--- src/rtl/fc_pkg.sv ---
// Shared types and helpers for the fully connected layer blocks:
// controller state encoding, default accumulator width and int8 saturation.
package fc_pkg;

  typedef enum logic [2:0] {
    IDLE,
    ISSUE,
    DRAIN,
    REQUANT,
    WRITE,
    DONE
  } fc_state_e;

  localparam int FC_ACC_W = 32;

  function automatic logic signed [7:0] sat8(input logic signed [63:0] x);
    if (x > 64'sd127) begin
      return 8'sd127;
    end else if (x < -64'sd128) begin
      return -8'sd128;
    end else begin
      return x[7:0];
    end
  endfunction

endpackage

--- src/rtl/fc1_layer_if.sv ---
// Handshake and memory-port bundle of the fc1_layer block; the master side is
// the layer itself, the slave side is the sequencer plus the RAM/ROM models.
interface fc1_layer_if #(
  parameter int WADDR_W = 17
);

  logic                     start_FC1;
  logic                     end_FC1;
  logic [15:0]              ram_addr_r;
  logic                     ram_en_r;
  logic signed [7:0]        ram_data_r;
  logic [WADDR_W-1:0]       w_addr;
  logic                     w_en;
  logic signed [7:0]        w_data;
  logic [7:0]               b_addr;
  logic signed [31:0]       b_data;
  logic [15:0]              ram_addr_w;
  logic signed [7:0]        ram_data_w;
  logic                     ram_en;
  logic                     ram_wea;

  modport master (
    input  start_FC1, ram_data_r, w_data, b_data,
    output end_FC1, ram_addr_r, ram_en_r, w_addr, w_en, b_addr,
           ram_addr_w, ram_data_w, ram_en, ram_wea
  );

  modport slave (
    output start_FC1, ram_data_r, w_data, b_data,
    input  end_FC1, ram_addr_r, ram_en_r, w_addr, w_en, b_addr,
           ram_addr_w, ram_data_w, ram_en, ram_wea
  );

endinterface

--- src/rtl/fc_mac.sv ---
// Multiply-accumulate and requantisation datapath of the fully connected layer.
// Define FC1_RELU_EN to clamp negative results to zero (hidden layers).
module fc_mac
  import fc_pkg::*;
#(
  parameter int ACC_W  = FC_ACC_W,
  parameter int SHIFT  = 8,
  parameter int RD_LAT = 2
) (
  input  logic               clk,
  input  logic               rst_n,
  input  logic               clr_i,
  input  logic               issue_i,
  input  logic               bias_issue_i,
  input  logic signed [7:0]  act_i,
  input  logic signed [7:0]  wgt_i,
  input  logic signed [31:0] bias_i,
  output logic signed [7:0]  res_o
);

  localparam int SUM_W = ACC_W + 1;

  logic [RD_LAT-1:0]        vld_q;
  logic [RD_LAT-1:0]        bvld_q;
  logic signed [ACC_W-1:0]  acc_q;
  logic signed [31:0]       bias_q;
  logic signed [15:0]       prod;
  logic signed [SUM_W-1:0]  sum;
  logic signed [SUM_W-1:0]  shifted;
  logic signed [7:0]        sat;

  assign prod = act_i * wgt_i;

  // Valid tags travel alongside the memory read latency
  always_ff @(posedge clk or negedge rst_n) begin
    if (!rst_n) begin
      vld_q  <= '0;
      bvld_q <= '0;
      acc_q  <= '0;
      bias_q <= '0;
    end else begin
      vld_q  <= (vld_q << 1) | RD_LAT'(issue_i);
      bvld_q <= (bvld_q << 1) | RD_LAT'(bias_issue_i);
      if (clr_i) begin
        acc_q <= '0;
      end else if (vld_q[RD_LAT-1]) begin
        acc_q <= acc_q + {{(ACC_W-16){prod[15]}}, prod};
      end
      if (bvld_q[RD_LAT-1]) begin
        bias_q <= bias_i;
      end
    end
  end

  // One guard bit keeps acc + bias from wrapping before the floor shift
  assign sum     = {acc_q[ACC_W-1], acc_q} + {{(SUM_W-32){bias_q[31]}}, bias_q};
  assign shifted = sum >>> SHIFT;
  assign sat     = sat8({{(64-SUM_W){shifted[SUM_W-1]}}, shifted});

`ifdef FC1_RELU_EN
  assign res_o = sat[7] ? 8'sd0 : sat;
`else
  assign res_o = sat;
`endif

endmodule

--- src/rtl/fc1_layer.sv ---
// FC1 controller: walks OUT_LEN neurons over an IN_LEN activation vector,
// generating RAM/ROM addresses and writing one requantised int8 per neuron.
module fc1_layer
  import fc_pkg::*;
#(
  parameter int          IN_LEN     = 1600,
  parameter int          OUT_LEN    = 64,
  parameter logic [15:0] IFMAP_BASE = 16'd0,
  parameter logic [15:0] OFMAP_BASE = 16'd1600,
  parameter int          WADDR_W    = 17,
  parameter int          RD_LAT     = 2,
  parameter int          SHIFT      = 8,
  parameter int          ACC_W      = FC_ACC_W
) (
  input  logic        clk,
  input  logic        rst_n,
  fc1_layer_if.master bus
);

  localparam int K_W = $clog2(IN_LEN + 1);
  localparam int D_W = $clog2(RD_LAT + 1);

  fc_state_e           state_q;
  logic [K_W-1:0]      k_q;
  logic [7:0]          n_q;
  logic [D_W-1:0]      dcnt_q;
  logic [15:0]         rd_addr_q;
  logic [WADDR_W-1:0]  w_addr_q;
  logic [7:0]          b_addr_q;
  logic                rd_en_q;
  logic [15:0]         wr_addr_q;
  logic signed [7:0]   wr_data_q;
  logic                wr_en_q;
  logic                end_q;

  logic                last_k;
  logic                last_n;
  logic                acc_clr;
  logic signed [7:0]   res;

  assign last_k  = (k_q == K_W'(IN_LEN - 1));
  assign last_n  = (n_q == 8'(OUT_LEN - 1));
  assign acc_clr = ((state_q == IDLE) && bus.start_FC1) || ((state_q == WRITE) && !last_n);

  fc_mac #(
    .ACC_W  (ACC_W),
    .SHIFT  (SHIFT),
    .RD_LAT (RD_LAT)
  ) u_mac (
    .clk          (clk),
    .rst_n        (rst_n),
    .clr_i        (acc_clr),
    .issue_i      (rd_en_q),
    .bias_issue_i (rd_en_q && (k_q == '0)),
    .act_i        (bus.ram_data_r),
    .wgt_i        (bus.w_data),
    .bias_i       (bus.b_data),
    .res_o        (res)
  );

  // Weight address runs on across neurons, so it is never reloaded mid-pass
  always_ff @(posedge clk or negedge rst_n) begin
    if (!rst_n) begin
      state_q   <= IDLE;
      k_q       <= '0;
      n_q       <= '0;
      dcnt_q    <= '0;
      rd_addr_q <= '0;
      w_addr_q  <= '0;
      b_addr_q  <= '0;
      rd_en_q   <= 1'b0;
      wr_addr_q <= '0;
      wr_data_q <= '0;
      wr_en_q   <= 1'b0;
      end_q     <= 1'b0;
    end else begin
      wr_en_q <= 1'b0;
      end_q   <= 1'b0;
      case (state_q)
        IDLE: begin
          if (bus.start_FC1) begin
            state_q   <= ISSUE;
            n_q       <= '0;
            k_q       <= '0;
            rd_addr_q <= IFMAP_BASE;
            w_addr_q  <= '0;
            b_addr_q  <= '0;
            rd_en_q   <= 1'b1;
          end
        end
        ISSUE: begin
          k_q       <= k_q + K_W'(1);
          rd_addr_q <= rd_addr_q + 16'd1;
          w_addr_q  <= w_addr_q + WADDR_W'(1);
          if (last_k) begin
            state_q <= DRAIN;
            rd_en_q <= 1'b0;
            dcnt_q  <= '0;
          end
        end
        DRAIN: begin
          if (dcnt_q == D_W'(RD_LAT - 1)) begin
            state_q <= REQUANT;
          end else begin
            dcnt_q <= dcnt_q + D_W'(1);
          end
        end
        REQUANT: begin
          state_q   <= WRITE;
          wr_data_q <= res;
          wr_addr_q <= OFMAP_BASE + {8'd0, n_q};
          wr_en_q   <= 1'b1;
        end
        WRITE: begin
          if (last_n) begin
            state_q <= DONE;
            end_q   <= 1'b1;
          end else begin
            state_q   <= ISSUE;
            n_q       <= n_q + 8'd1;
            k_q       <= '0;
            rd_addr_q <= IFMAP_BASE;
            b_addr_q  <= n_q + 8'd1;
            rd_en_q   <= 1'b1;
          end
        end
        DONE: begin
          state_q <= IDLE;
        end
        default: begin
          state_q <= IDLE;
        end
      endcase
    end
  end

  assign bus.end_FC1    = end_q;
  assign bus.ram_addr_r = rd_addr_q;
  assign bus.ram_en_r   = rd_en_q;
  assign bus.w_addr     = w_addr_q;
  assign bus.w_en       = rd_en_q;
  assign bus.b_addr     = b_addr_q;
  assign bus.ram_addr_w = wr_addr_q;
  assign bus.ram_data_w = wr_data_q;
  assign bus.ram_en     = wr_en_q;
  assign bus.ram_wea    = wr_en_q;

endmodule

--- src/flat_wrapper.sv ---
// flat-port wrapper written by rule: the top's interface ports become plain ports
module fc1_layer_flat import fc_pkg::*;
#(
  parameter int          IN_LEN     = 1600,
  parameter int          OUT_LEN    = 64,
  parameter logic [15:0] IFMAP_BASE = 16'd0,
  parameter logic [15:0] OFMAP_BASE = 16'd1600,
  parameter int          WADDR_W    = 17,
  parameter int          RD_LAT     = 2,
  parameter int          SHIFT      = 8,
  parameter int          ACC_W      = FC_ACC_W
)
  (clk, rst_n, bus_start_FC1, bus_ram_data_r, bus_w_data, bus_b_data, bus_end_FC1, bus_ram_addr_r, bus_ram_en_r, bus_w_addr, bus_w_en, bus_b_addr, bus_ram_addr_w, bus_ram_data_w, bus_ram_en, bus_ram_wea);
  fc1_layer_if #(.WADDR_W(WADDR_W)) bus_i ();
  input  logic clk;
  input  logic rst_n;
  input wire logic [$bits(bus_i.start_FC1)-1:0] bus_start_FC1;
  input wire logic [$bits(bus_i.ram_data_r)-1:0] bus_ram_data_r;
  input wire logic [$bits(bus_i.w_data)-1:0] bus_w_data;
  input wire logic [$bits(bus_i.b_data)-1:0] bus_b_data;
  output wire logic [$bits(bus_i.end_FC1)-1:0] bus_end_FC1;
  output wire logic [$bits(bus_i.ram_addr_r)-1:0] bus_ram_addr_r;
  output wire logic [$bits(bus_i.ram_en_r)-1:0] bus_ram_en_r;
  output wire logic [$bits(bus_i.w_addr)-1:0] bus_w_addr;
  output wire logic [$bits(bus_i.w_en)-1:0] bus_w_en;
  output wire logic [$bits(bus_i.b_addr)-1:0] bus_b_addr;
  output wire logic [$bits(bus_i.ram_addr_w)-1:0] bus_ram_addr_w;
  output wire logic [$bits(bus_i.ram_data_w)-1:0] bus_ram_data_w;
  output wire logic [$bits(bus_i.ram_en)-1:0] bus_ram_en;
  output wire logic [$bits(bus_i.ram_wea)-1:0] bus_ram_wea;
  assign bus_i.start_FC1 = bus_start_FC1;
  assign bus_i.ram_data_r = bus_ram_data_r;
  assign bus_i.w_data = bus_w_data;
  assign bus_i.b_data = bus_b_data;
  assign bus_end_FC1 = bus_i.end_FC1;
  assign bus_ram_addr_r = bus_i.ram_addr_r;
  assign bus_ram_en_r = bus_i.ram_en_r;
  assign bus_w_addr = bus_i.w_addr;
  assign bus_w_en = bus_i.w_en;
  assign bus_b_addr = bus_i.b_addr;
  assign bus_ram_addr_w = bus_i.ram_addr_w;
  assign bus_ram_data_w = bus_i.ram_data_w;
  assign bus_ram_en = bus_i.ram_en;
  assign bus_ram_wea = bus_i.ram_wea;
  fc1_layer #(.IN_LEN(IN_LEN), .OUT_LEN(OUT_LEN), .IFMAP_BASE(IFMAP_BASE), .OFMAP_BASE(OFMAP_BASE), .WADDR_W(WADDR_W), .RD_LAT(RD_LAT), .SHIFT(SHIFT), .ACC_W(ACC_W)) u_core (.clk(clk), .rst_n(rst_n), .bus(bus_i));
endmodule
--- config.mk ---
export PLATFORM = sky130hd
export DESIGN_NAME = fc1_layer_flat
export DESIGN_NICKNAME = d
export VERILOG_FILES = /design/src/rtl/fc_pkg.sv /design/src/rtl/fc1_layer_if.sv /design/src/rtl/fc_mac.sv /design/src/rtl/fc1_layer.sv /design/src/flat_wrapper.sv
export SDC_FILE = /design/constraint.sdc
export NUM_CORES = 1
export LEC_CHECK = 0
export CORE_AREA = 2 2 143 145
export CTS_BUF_LIST = sky130_fd_sc_hd__clkbuf_4 sky130_fd_sc_hd__clkbuf_8
export CTS_CLUSTER_DIAMETER = 60
export CTS_CLUSTER_SIZE = 16
export DETAILED_ROUTE_END_ITERATION = 6
export DIE_AREA = 0 0 145 147
export GPL_ROUTABILITY_DRIVEN = 0
export HOLD_SLACK_MARGIN = 0.15
export PLACE_DENSITY = 0.9
export SKIP_CTS_REPAIR_TIMING = 1
export SLEW_MARGIN = 20
export SYNTH_ARGS = -nofsm -noshare
export SYNTH_HDL_FRONTEND = slang
export SYNTH_SLANG_ARGS = --single-unit
--- constraint.sdc ---
create_clock -name clk -period 3.9 [get_ports clk]
set_input_delay 0.39 -clock clk [delete_from_list [all_inputs] [get_ports clk]]
set_output_delay 0.39 -clock clk [all_outputs]
set_load 0.01 [all_outputs]
## Word-level counts from Yosys, hierarchy flattened

Index checks and enable logic that the tools add are counted.

| storage, ports and cells | value |
|---|---|
| word-level logic and storage cells | 88 |
| flip-flop bits (word level) | 152 |
| input port bits | 51 |
| output and inout port bits | 70 |

| cells by class | value |
|---|---|
| mux-type cells | 30 |
| magnitude comparators | 2 |
| bitwise logic cells | 2 |
| reductions and logical operators | 18 |
| multipliers | 1 |
| equal/unequal tests | 12 |
| $add $sub $neg | 8 |

Operators by type and width:

| kind | count |
|---|---|
| two-way mux 32 bit | 2 |
| one-hot mux 16 bit (3 select lines) | 1 |
| one-hot mux 17 bit (2 select lines) | 1 |
| adder 32 x 32 -> 33 bit | 1 |
| one-hot mux 11 bit (3 select lines) | 1 |
| adder 32 bit | 1 |
| two-way mux 16 bit | 2 |
| two-way mux 8 bit | 4 |
| > comparator 25 x 8 -> 1 bit, second input constant | 1 |
| < comparator 25 x 8 -> 1 bit, second input constant | 1 |
| two-way mux 11 bit | 2 |
| adder 17 x 1 -> 17 bit, second input constant | 1 |
| two-way mux 17 bit | 1 |
| adder 16 x 1 -> 16 bit, second input constant | 1 |
| multiplier 8 x 8 -> 16 bit | 1 |
| one-hot mux 8 bit (2 select lines) | 1 |
| one-hot mux 3 bit (5 select lines) | 1 |
| adder 11 x 8 -> 12 bit, first input constant | 1 |
| two-way mux 3 bit | 4 |
| AND reduction 3 bit | 4 |
| adder 11 x 1 -> 11 bit, second input constant | 1 |
| == test 11 bit, second input constant | 1 |
| logical NOT 11 bit | 1 |
| adder 8 x 1 -> 8 bit, second input constant | 1 |
| 21 further kinds | 37 |

## Longest topological paths before layout

Gate-level depths: netlist of run 1.

| depth | value |
|---|---|
| word-level depth | 5 |
| mapped depth | 33 |
| mapped depth without buffers | 33 |

## Hierarchy

From an unflattened synthesis of run 1, not the netlist that was laid out.

| unflattened totals | value |
|---|---|
| cells, all modules | 1316 |
| area total of the unflattened synthesis | 12032.8 sq um |

By module, submodules not included:

| module | seq. area each (sq um) | area an instance (sq um) | times used | cells an instance |
|---|---|---|---|---|
| fc_mac | 1701.6 | 8220.4 | 1 | 908 |
| fc1_layer | 1951.9 | 3812.4 | 1 | 408 |

## Least setup slack after synthesis of run 1

Ideal clock, no wire load.

| path | value |
|---|---|
| kind | input to register |
| start | in bus_ram_data_r[3] |
| end | reg u_core.u_mac.acc_q[31] |
| slack | -3.436 ns |
| buffers on the path | 0 |
| arrival | 7.216 ns |
| required time | 3.780 ns |
| cell stages on the path | 29 |
| setup time | 0.120 ns |
| path through | and2_1 > fa_1 > inv_1 > fa_1 > inv_1 > fa_1 > inv_1 > fa_1 > inv_1 > ha_1 > inv_1 > o21bai_1 > a21oi_1 > o21bai_1 > a41oi_1 > a21oi_1 > xnor2_1 > ha_1 > a21oi_1 > o21ai_0 > a211oi_1 > a21oi_1 > o31ai_1 > a211oi_1 > o41ai_1 > o21ai_0 > xor2_1 > a21oi_1 > a31o_2 |

| on the way | value |
|---|---|
| word-level cells in the longest chain between the ends | 4 |

Ends and longest elaborated chain:

| element | line | source |
|---|---|---|
| start, declared | flat_wrapper.sv:18 | `input wire logic [$bits(bus_i.ram_data_r)-1:0] bus_ram_data_r;` |
| multiplier 8 x 8 -> 16 bit | fc_mac.sv:32 | `assign prod = act_i * wgt_i;` |
| adder 32 bit | fc_mac.sv:47 | `acc_q <= acc_q + {{(ACC_W-16){prod[15]}}, prod};` |
| two-way mux 32 bit | fc_mac.sv:46 | `end else if (vld_q[RD_LAT-1]) begin` |
| two-way mux 32 bit | fc_mac.sv:44 | `if (clr_i) begin` |
| end signal, assigned | fc_mac.sv:47 |  |
| end, declared | fc_mac.sv:25 | `logic signed [ACC_W-1:0] acc_q;` |

No other way between the ends. The select of a mux whose other input is x is not followed.
A chain may end at the register's enable or synchronous reset.

## Final worst setup path of run 1

| path | value |
|---|---|
| start | in bus_w_data[7] |
| end | reg u_core.u_mac.acc_q[30] |

| on the way | value |
|---|---|
| word-level cells in the longest chain between the ends | 4 |

Ends and longest elaborated chain:

| element | line | source |
|---|---|---|
| start, declared | flat_wrapper.sv:19 | `input wire logic [$bits(bus_i.w_data)-1:0] bus_w_data;` |
| multiplier 8 x 8 -> 16 bit | fc_mac.sv:32 |  |
| adder 32 bit | fc_mac.sv:47 |  |
| two-way mux 32 bit | fc_mac.sv:46 |  |
| two-way mux 32 bit | fc_mac.sv:44 |  |

No other way between the ends. The select of a mux whose other input is x is not followed.

==> impl_metrics.xml, run 1 <==
<?xml version="1.0" encoding="UTF-8"?>
<metrics>
  <group name="run">
    <metric name="max_cap_violations" unit="">0</metric>
  </group>
  <group name="layout">
    <metric name="final_cell_count_no_fill" unit="">1787</metric>
    <metric name="number_of_diodes_added_for_antenna_fixing" unit="">0</metric>
    <metric name="final_layout_size_suffix_gt1_frac" unit="">0.233</metric>
    <metric name="final_net_count" unit="">1712</metric>
    <metric name="post-route-cell-area" unit="um^2">15100</metric>
    <metric name="flow.area_growth_from_synthesis" unit="%">29.0</metric>
  </group>
  <group name="global_routing">
    <metric name="grt_overflow" unit="">0</metric>
    <metric name="grt_pass1_vias" unit="">10500</metric>
    <metric name="gr-usage-all-layers" unit="">0.286</metric>
    <metric name="grt_pass1_wl" unit="mm">49.8</metric>
    <metric name="grt_start_max_net_pins" unit="">100</metric>
    <metric name="antenna_found_initial" unit="">0</metric>
  </group>
  <group name="setup_path">
    <metric name="cp.required" unit="ns">4.27</metric>
    <metric name="timing.critical_path.slowest_cell_delay" unit="ns">0.55</metric>
    <metric name="crit_buf_inv" unit="">9</metric>
    <metric name="worst-setup-path-type" unit="">in2reg</metric>
    <metric name="r2r-start" unit="">u_core.u_mac.acc_q[15]</metric>
    <metric name="endpoint_kind" unit="">flip-flop</metric>
    <metric name="critical_path_arrival" unit="ns">7.22</metric>
    <metric name="timing.critical_path.max_delay_family" unit="">compound AO/OA/AOI/OAI gates</metric>
    <metric name="cp-startpoint" unit="">bus_w_data[7]</metric>
    <metric name="critical_path.most_common_cell" unit="">fa_1</metric>
    <metric name="worst_path_max_fanout" unit="">5</metric>
    <metric name="crit_path_start_kind" unit="">input pin</metric>
    <metric name="timing.critical_path.slowest_stage_cell" unit="">fa_1</metric>
  </group>
  <group name="die">
    <metric name="fp-row-count" unit="">52</metric>
    <metric name="fp.dieH" unit="um">147</metric>
    <metric name="chipWidth" unit="um">145</metric>
    <metric name="dieArea" unit="um^2">21300</metric>
    <metric name="core_area" unit="um^2">19800</metric>
    <metric name="ioPinCount" unit="">121</metric>
    <metric name="start_util" unit="">0.590</metric>
  </group>
  <group name="clocking">
    <metric name="cts-root-to-sink-buffers" unit="">2</metric>
    <metric name="clk_root_buffer_cell" unit="">clkbuf_8</metric>
    <metric name="path_clk_slew" unit="ns">0.09</metric>
    <metric name="clock_tree.htree_level_count" unit="">4</metric>
    <metric name="tritoncts" unit="">yes</metric>
    <metric name="tritoncts.num_buffers" unit="">17</metric>
    <metric name="clkSinkCount" unit="">146</metric>
    <metric name="clk_latency" unit="ns">0.48</metric>
  </group>
  <group name="worst_hold_path">
    <metric name="origin_of_the_worst_min_delay_path" unit="">u_core.u_mac.vld_q[0]</metric>
    <metric name="hp-class" unit="">reg2reg</metric>
  </group>
  <group name="synth">
    <metric name="ys_seq_elements" unit="">146</metric>
    <metric name="ys_async_sr_fraction" unit="">1.00</metric>
    <metric name="synth.most_common_cell" unit="">dfrtp_1</metric>
    <metric name="synth.top_cell.area_share" unit="">0.312</metric>
    <metric name="synth_sequential_area_ratio" unit="">0.312</metric>
    <metric name="syn-cell-area" unit="um^2">11700</metric>
    <metric name="post_synth_inst_count" unit="">1263</metric>
    <metric name="yosys_warnings" unit="">0</metric>
    <metric name="synth_cell_type_count" unit="">74</metric>
    <metric name="synth_largest_area_cell" unit="">dfrtp_1</metric>
    <metric name="synthTopCellsByArea" unit="">dfrtp_1 (31%), ha_1 (11%), fa_1 (9.6%), nand2_1 (3.8%), inv_1 (3.7%)</metric>
    <metric name="syn_avg_cell_area" unit="um^2">9.26</metric>
    <metric name="number_of_enable_flip_flop_cells_after_synthesis" unit="">0</metric>
    <metric name="synth_common_cells" unit="">dfrtp_1 (146), nand2_1 (118), inv_1 (114)</metric>
    <metric name="synth_top_flop_cell" unit="">dfrtp_1</metric>
  </group>
  <group name="placement">
    <metric name="placed_cells" unit="">1737</metric>
    <metric name="dp_hpwl" unit="mm">22.3</metric>
    <metric name="port_buffers" unit="">115</metric>
    <metric name="detailed_place.area" unit="um^2">14100</metric>
  </group>
  <group name="status">
    <metric name="status" unit="">finished, violations left</metric>
    <metric name="failed_checks" unit="">design-rule violations, negative setup slack</metric>
  </group>
  <group name="sta">
    <metric name="period_needed" unit="ns">6.85</metric>
    <metric name="rsz_0062_raised_after_global_routing" unit="">yes</metric>
    <metric name="fin_crit_sh" unit="">1.76</metric>
    <metric name="timing.final.max_slew_violations" unit="">0</metric>
    <metric name="setup_ws" unit="ns">-2.95</metric>
    <metric name="hold_slack" unit="ns">0.362</metric>
    <metric name="final-setup-viol-count" unit="">25</metric>
    <metric name="final.setup.tns" unit="ns">-51.51</metric>
    <metric name="max_freq" unit="MHz">146</metric>
    <metric name="finalHoldViolations" unit="">0</metric>
    <metric name="tightestPinTransition" unit="ns">0.982</metric>
    <metric name="max_slew_margin" unit="">0.343</metric>
    <metric name="worst_clock_skew" unit="ns">0.0267</metric>
  </group>
  <group name="drt">
    <metric name="drt_pre_antenna_iters" unit="">7</metric>
    <metric name="drt_iter0_drc" unit="">948</metric>
    <metric name="drt-vias-per-instance" unit="">6.03</metric>
    <metric name="detail-route-antenna-nets" unit="">0</metric>
    <metric name="drc" unit="">1</metric>
    <metric name="avgRoutedWirePerCell" unit="um">19.6</metric>
    <metric name="vias" unit="">10800</metric>
    <metric name="aggregate_routed_wire_length" unit="mm">35.1</metric>
  </group>
</metrics>
==> kinds of logic (layout without fill, tap and decap cells) <==
family	Yosys count	in the layout	synth area share
compound gates	242	242	0.132
simple gates	412	412	0.170
buf+inv	152	402	0.0569
flops	146	146	0.312
xor+xnor	92	92	0.0689
mux	61	61	0.0558
fa+ha+maj	157	157	0.204
other cells	1	5	0.000321
==> layout by cell type (no fill, tap or decap), drive strengths merged, types with 13 or more instances in the layout <==
master | Yosys | layout
nand4 | 18 | 18
clkdlybuf4s50 | 0 | 98
nand2b | 13 | 13
mux2i | 27 | 27
inv | 114 | 119
o21ai | 66 | 66
mux2 | 34 | 34
xor2 | 46 | 46
clkbuf | 20 | 24
and3 | 13 | 13
xnor2 | 46 | 46
ha | 101 | 101
nand2 | 118 | 118
nor2b | 15 | 15
fa | 56 | 56
and2 | 51 | 51
a21oi | 76 | 76
buf | 14 | 150
a21o | 28 | 28
nor2 | 106 | 106
nand3 | 34 | 34
a211oi | 13 | 13
dfrtp | 146 | 146
==> metrics by stage <==
| stage | util | setup WS, ns |
|---|---|---|
| detailed placement | 0.713 | -3.40 |
| global route | 0.761 | -3.09 |
| global placement | 0.713 | -3.08 |
| floorplan | - | -2.46 |
| finish | 0.761 | -2.95 |
| CTS | 0.731 | -2.89 |
==> worst paths after layout <==
kind                       slack [ns]                  endpoint  cells past startpoint
setup / recovery                -2.95    u_core.u_mac.acc_q[30]                     31
hold / removal                   0.36     u_core.u_mac.vld_q[1]                      0
setup reg to reg                 0.09  u_core.bus.ram_data_w[2]                     12
hold reg to reg                  0.36     u_core.u_mac.vld_q[1]                      0
max in group asynchronous        2.47    u_core.u_mac.acc_q[20]                      3
min in group asynchronous        0.59    u_core.u_mac.bias_q[7]                      2
==> flip-flops by register name, indices dropped and copies added (netlist names) <==
register,flops
u_core.bus.ram_en_r,1
u_core.k_q,11
u_core.state_q,3
u_core.bus.ram_addr_r,16
u_core.u_mac.acc_q,32
u_core.n_q,8
u_core.u_mac.bvld_q,2
u_core.dcnt_q,2
u_core.bus.ram_data_w,8
u_core.bus.w_addr,17
u_core.bus.ram_en,1
u_core.bus.ram_addr_w,10
u_core.u_mac.bias_q,32
u_core.u_mac.vld_q,2
u_core.bus.end_FC1,1
==> area by class of cell <==
cell class / count / area, um^2
well taps: 270 / 338
repair buffers: 255 / 2280
clock buffers: 18 / 241
multi-input cells: 969 / 8020
inverters: 115 / 445
fillers: 1179 / 4750
clock inverters: 14 / 124
flip-flops and latches: 146 / 3650
==> per-layer routing <==
metal | up-vias | GRT usage | routed length [um]
met1 | 5241 | 0.356 | 13300
met5 | - | 0 | 0
li1 | 4790 | - | -
met3 | 176 | 0.0475 | 2550
met4 | 0 | 0.112 | 1940
met2 | 577 | 0.499 | 17300
Power of run 1 is not shown: default switching activity piles up to over one toggle a cycle in this logic, so the estimate is an artifact.
==> inputs of run 2 (changes only) <==
--- a/config.mk
+++ b/config.mk
@@ -5,15 +5,15 @@
 export SDC_FILE = /design/constraint.sdc
 export NUM_CORES = 1
 export LEC_CHECK = 0
-export CORE_AREA = 2 2 143 145
+export CORE_AREA = 2 2 151 153
 export CTS_BUF_LIST = sky130_fd_sc_hd__clkbuf_4 sky130_fd_sc_hd__clkbuf_8
-export CTS_CLUSTER_DIAMETER = 60
+export CTS_CLUSTER_DIAMETER = 30
 export CTS_CLUSTER_SIZE = 16
 export DETAILED_ROUTE_END_ITERATION = 6
-export DIE_AREA = 0 0 145 147
+export DIE_AREA = 0 0 153 155
 export GPL_ROUTABILITY_DRIVEN = 0
 export HOLD_SLACK_MARGIN = 0.15
-export PLACE_DENSITY = 0.9
+export PLACE_DENSITY = 0.85
 export SKIP_CTS_REPAIR_TIMING = 1
 export SLEW_MARGIN = 20
 export SYNTH_ARGS = -nofsm -noshare
==> constraint.sdc (replaced) <==
create_clock -name clk -period 5.75 [get_ports clk]
set_input_delay 0.575 -clock clk [delete_from_list [all_inputs] [get_ports clk]]
set_output_delay 0.575 -clock clk [all_outputs]
set_load 0.01 [all_outputs]
==> run 2 against run 1 <==
Effect of this change: the run ends with negative setup slack left; clock skew increased by 0.0020 ns; via count is 9.0% lower; largest cell class unchanged; first-iteration DRC count down 43%; setup slack better by 2.3 ns.
==> impl_metrics.xml, run 2 (synthesis gave the netlist of run 1 again) <==
<?xml version="1.0" encoding="UTF-8"?>
<metrics>
  <group name="status">
    <metric name="failed_checks" unit="">negative setup slack</metric>
    <metric name="status" unit="">finished, violations left</metric>
  </group>
  <group name="die">
    <metric name="fp-row-count" unit="">55</metric>
    <metric name="dieArea" unit="um^2">23700</metric>
    <metric name="fp.dieH" unit="um">155</metric>
    <metric name="chipWidth" unit="um">153</metric>
    <metric name="core_area" unit="um^2">22200</metric>
    <metric name="ioPinCount" unit="">121</metric>
    <metric name="start_util" unit="">0.526</metric>
  </group>
  <group name="global_routing">
    <metric name="gr-usage-all-layers" unit="">0.232</metric>
    <metric name="grt_pass1_wl" unit="mm">45.8</metric>
    <metric name="antenna_found_initial" unit="">0</metric>
    <metric name="grt_pass1_vias" unit="">9839</metric>
    <metric name="grt_overflow" unit="">0</metric>
    <metric name="grt_start_max_net_pins" unit="">88</metric>
  </group>
  <group name="clocking">
    <metric name="tritoncts" unit="">yes</metric>
    <metric name="clkSinkCount" unit="">146</metric>
    <metric name="clk_latency" unit="ns">0.48</metric>
    <metric name="path_clk_slew" unit="ns">0.09</metric>
    <metric name="cts-root-to-sink-buffers" unit="">2</metric>
    <metric name="clk_root_buffer_cell" unit="">clkbuf_8</metric>
    <metric name="clock_tree.htree_level_count" unit="">4</metric>
    <metric name="tritoncts.num_buffers" unit="">17</metric>
  </group>
  <group name="drt">
    <metric name="drc" unit="">0</metric>
    <metric name="avgRoutedWirePerCell" unit="um">15.7</metric>
    <metric name="drt_iter0_drc" unit="">539</metric>
    <metric name="drt-vias-per-instance" unit="">5.50</metric>
    <metric name="detail-route-antenna-nets" unit="">0</metric>
    <metric name="vias" unit="">9809</metric>
    <metric name="aggregate_routed_wire_length" unit="mm">28.0</metric>
    <metric name="drt_pre_antenna_iters" unit="">5</metric>
  </group>
  <group name="setup_path">
    <metric name="critical_path_arrival" unit="ns">6.78</metric>
    <metric name="r2r_slack" unit="ns">1.81</metric>
    <metric name="worst-setup-path-type" unit="">in2reg</metric>
    <metric name="cp.required" unit="ns">6.11</metric>
    <metric name="critical_path.most_common_cell" unit="">fa_1</metric>
    <metric name="crit_buf_inv" unit="">6</metric>
    <metric name="endpoint_kind" unit="">flip-flop</metric>
    <metric name="worst_path_max_fanout" unit="">6</metric>
    <metric name="timing.critical_path.max_delay_family" unit="">adder cells</metric>
    <metric name="crit_path_start_kind" unit="">input pin</metric>
    <metric name="timing.critical_path.slowest_stage_cell" unit="">fa_1</metric>
    <metric name="timing.critical_path.slowest_cell_delay" unit="ns">0.55</metric>
  </group>
  <group name="layout">
    <metric name="number_of_diodes_added_for_antenna_fixing" unit="">0</metric>
    <metric name="area.sequential" unit="um^2">3650</metric>
    <metric name="post-route-cell-area" unit="um^2">14700</metric>
    <metric name="final_net_count" unit="">1695</metric>
    <metric name="area_occupied_by_multi_input_gates" unit="um^2">7780</metric>
    <metric name="most_common_library_cell_in_the_layout_ignoring_fill_and_taps" unit="">dfrtp_1</metric>
    <metric name="flow.area_growth_from_synthesis" unit="%">25.8</metric>
    <metric name="mostFrequentLayoutCells" unit="">dfrtp_1 (146), buf_4 (119), nand2_1 (114)</metric>
    <metric name="final_layout_size_suffix_gt1_frac" unit="">0.201</metric>
    <metric name="layout.filler_cells" unit="">1713</metric>
  </group>
  <group name="sta">
    <metric name="tightestPinTransition" unit="ns">1.05</metric>
    <metric name="finalHoldViolations" unit="">0</metric>
    <metric name="max_freq" unit="MHz">156</metric>
    <metric name="rsz_0062_raised_after_global_routing" unit="">yes</metric>
    <metric name="worst_clock_skew" unit="ns">0.0287</metric>
    <metric name="max_slew_margin" unit="">0.296</metric>
    <metric name="final-setup-viol-count" unit="">14</metric>
    <metric name="timing.final.max_slew_violations" unit="">0</metric>
    <metric name="fin_crit_sh" unit="">1.12</metric>
    <metric name="period_needed" unit="ns">6.42</metric>
    <metric name="setup_ws" unit="ns">-0.674</metric>
  </group>
  <group name="placement">
    <metric name="dp_hpwl" unit="mm">21.2</metric>
    <metric name="port_buffers" unit="">115</metric>
    <metric name="detailed_place.area" unit="um^2">14000</metric>
  </group>
  <group name="worst_hold_path">
    <metric name="hp-class" unit="">in2async</metric>
  </group>
  <group name="run">
    <metric name="max_cap_violations" unit="">0</metric>
  </group>
</metrics>
-- run 2: stage by stage --
stage / std cells / worst slack (ns) / TNS, ns / hold slack [ns] / util
4_1_cts: 1775 / -1.22 / -12.04 / 0.180 / 0.649
6_report: 1785 / -0.674 / -5.36 / 0.159 / 0.662
3_5_place_dp: 1743 / -1.72 / -21.90 / 0.335 / 0.630
2_1_floorplan: 1267 / -0.799 / -4.06 / 0.279 / -
3_3_place_gp: 1743 / -1.47 / -18.25 / 0.334 / 0.630
5_1_grt: 1785 / -0.981 / -9.44 / 0.221 / 0.662
-- run 2: cell type report --
type                            count  area share
Tap cell                          285      0.0242
Timing Repair Buffer              238       0.140
Sequential cell                   146       0.248
Clock inverter                     15      0.0127
Inverter                          115      0.0303
Multi-Input combinational cell    969       0.529
Clock buffer                       17      0.0159
-- run 2: per-layer routing --
layer	up-vias	part of all wire	track usage
met4	0	0.016	0.0573
met1	4753	0.43	0.293
met2	254	0.50	0.411
met3	44	0.055	0.0465
li1	4758	-	-
met5	-	0	0
-- run 2: worst paths after layout --
path | from | to | cells after the start
worst min-delay path | rst_n | u_core.u_mac.bias_q[0] | 1
worst max register to register | u_core.u_mac.acc_q[2] | u_core.bus.ram_data_w[0] | 12
max in group asynchronous | rst_n | u_core.u_mac.acc_q[28] | 2
worst max-delay path | bus_w_data[7] | u_core.u_mac.acc_q[31] | 33
min in group clk | u_core.u_mac.vld_q[0] | u_core.u_mac.vld_q[1] | 0
worst min register to register | u_core.u_mac.vld_q[0] | u_core.u_mac.vld_q[1] | 0
Power of run 2 is left out for the same reason.
==> inputs of run 3 (changes only) <==
--- a/config.mk
+++ b/config.mk
@@ -8,7 +8,7 @@
 export CORE_AREA = 2 2 151 153
 export CTS_BUF_LIST = sky130_fd_sc_hd__clkbuf_4 sky130_fd_sc_hd__clkbuf_8
 export CTS_CLUSTER_DIAMETER = 30
-export CTS_CLUSTER_SIZE = 16
+export CTS_CLUSTER_SIZE = 10
 export DETAILED_ROUTE_END_ITERATION = 6
 export DIE_AREA = 0 0 153 155
 export GPL_ROUTABILITY_DRIVEN = 0
==> results of run 3 <==
Same layout as run 2: the final DEF is identical, and so are final timing and power.
Power of run 3 is left out for the same reason.
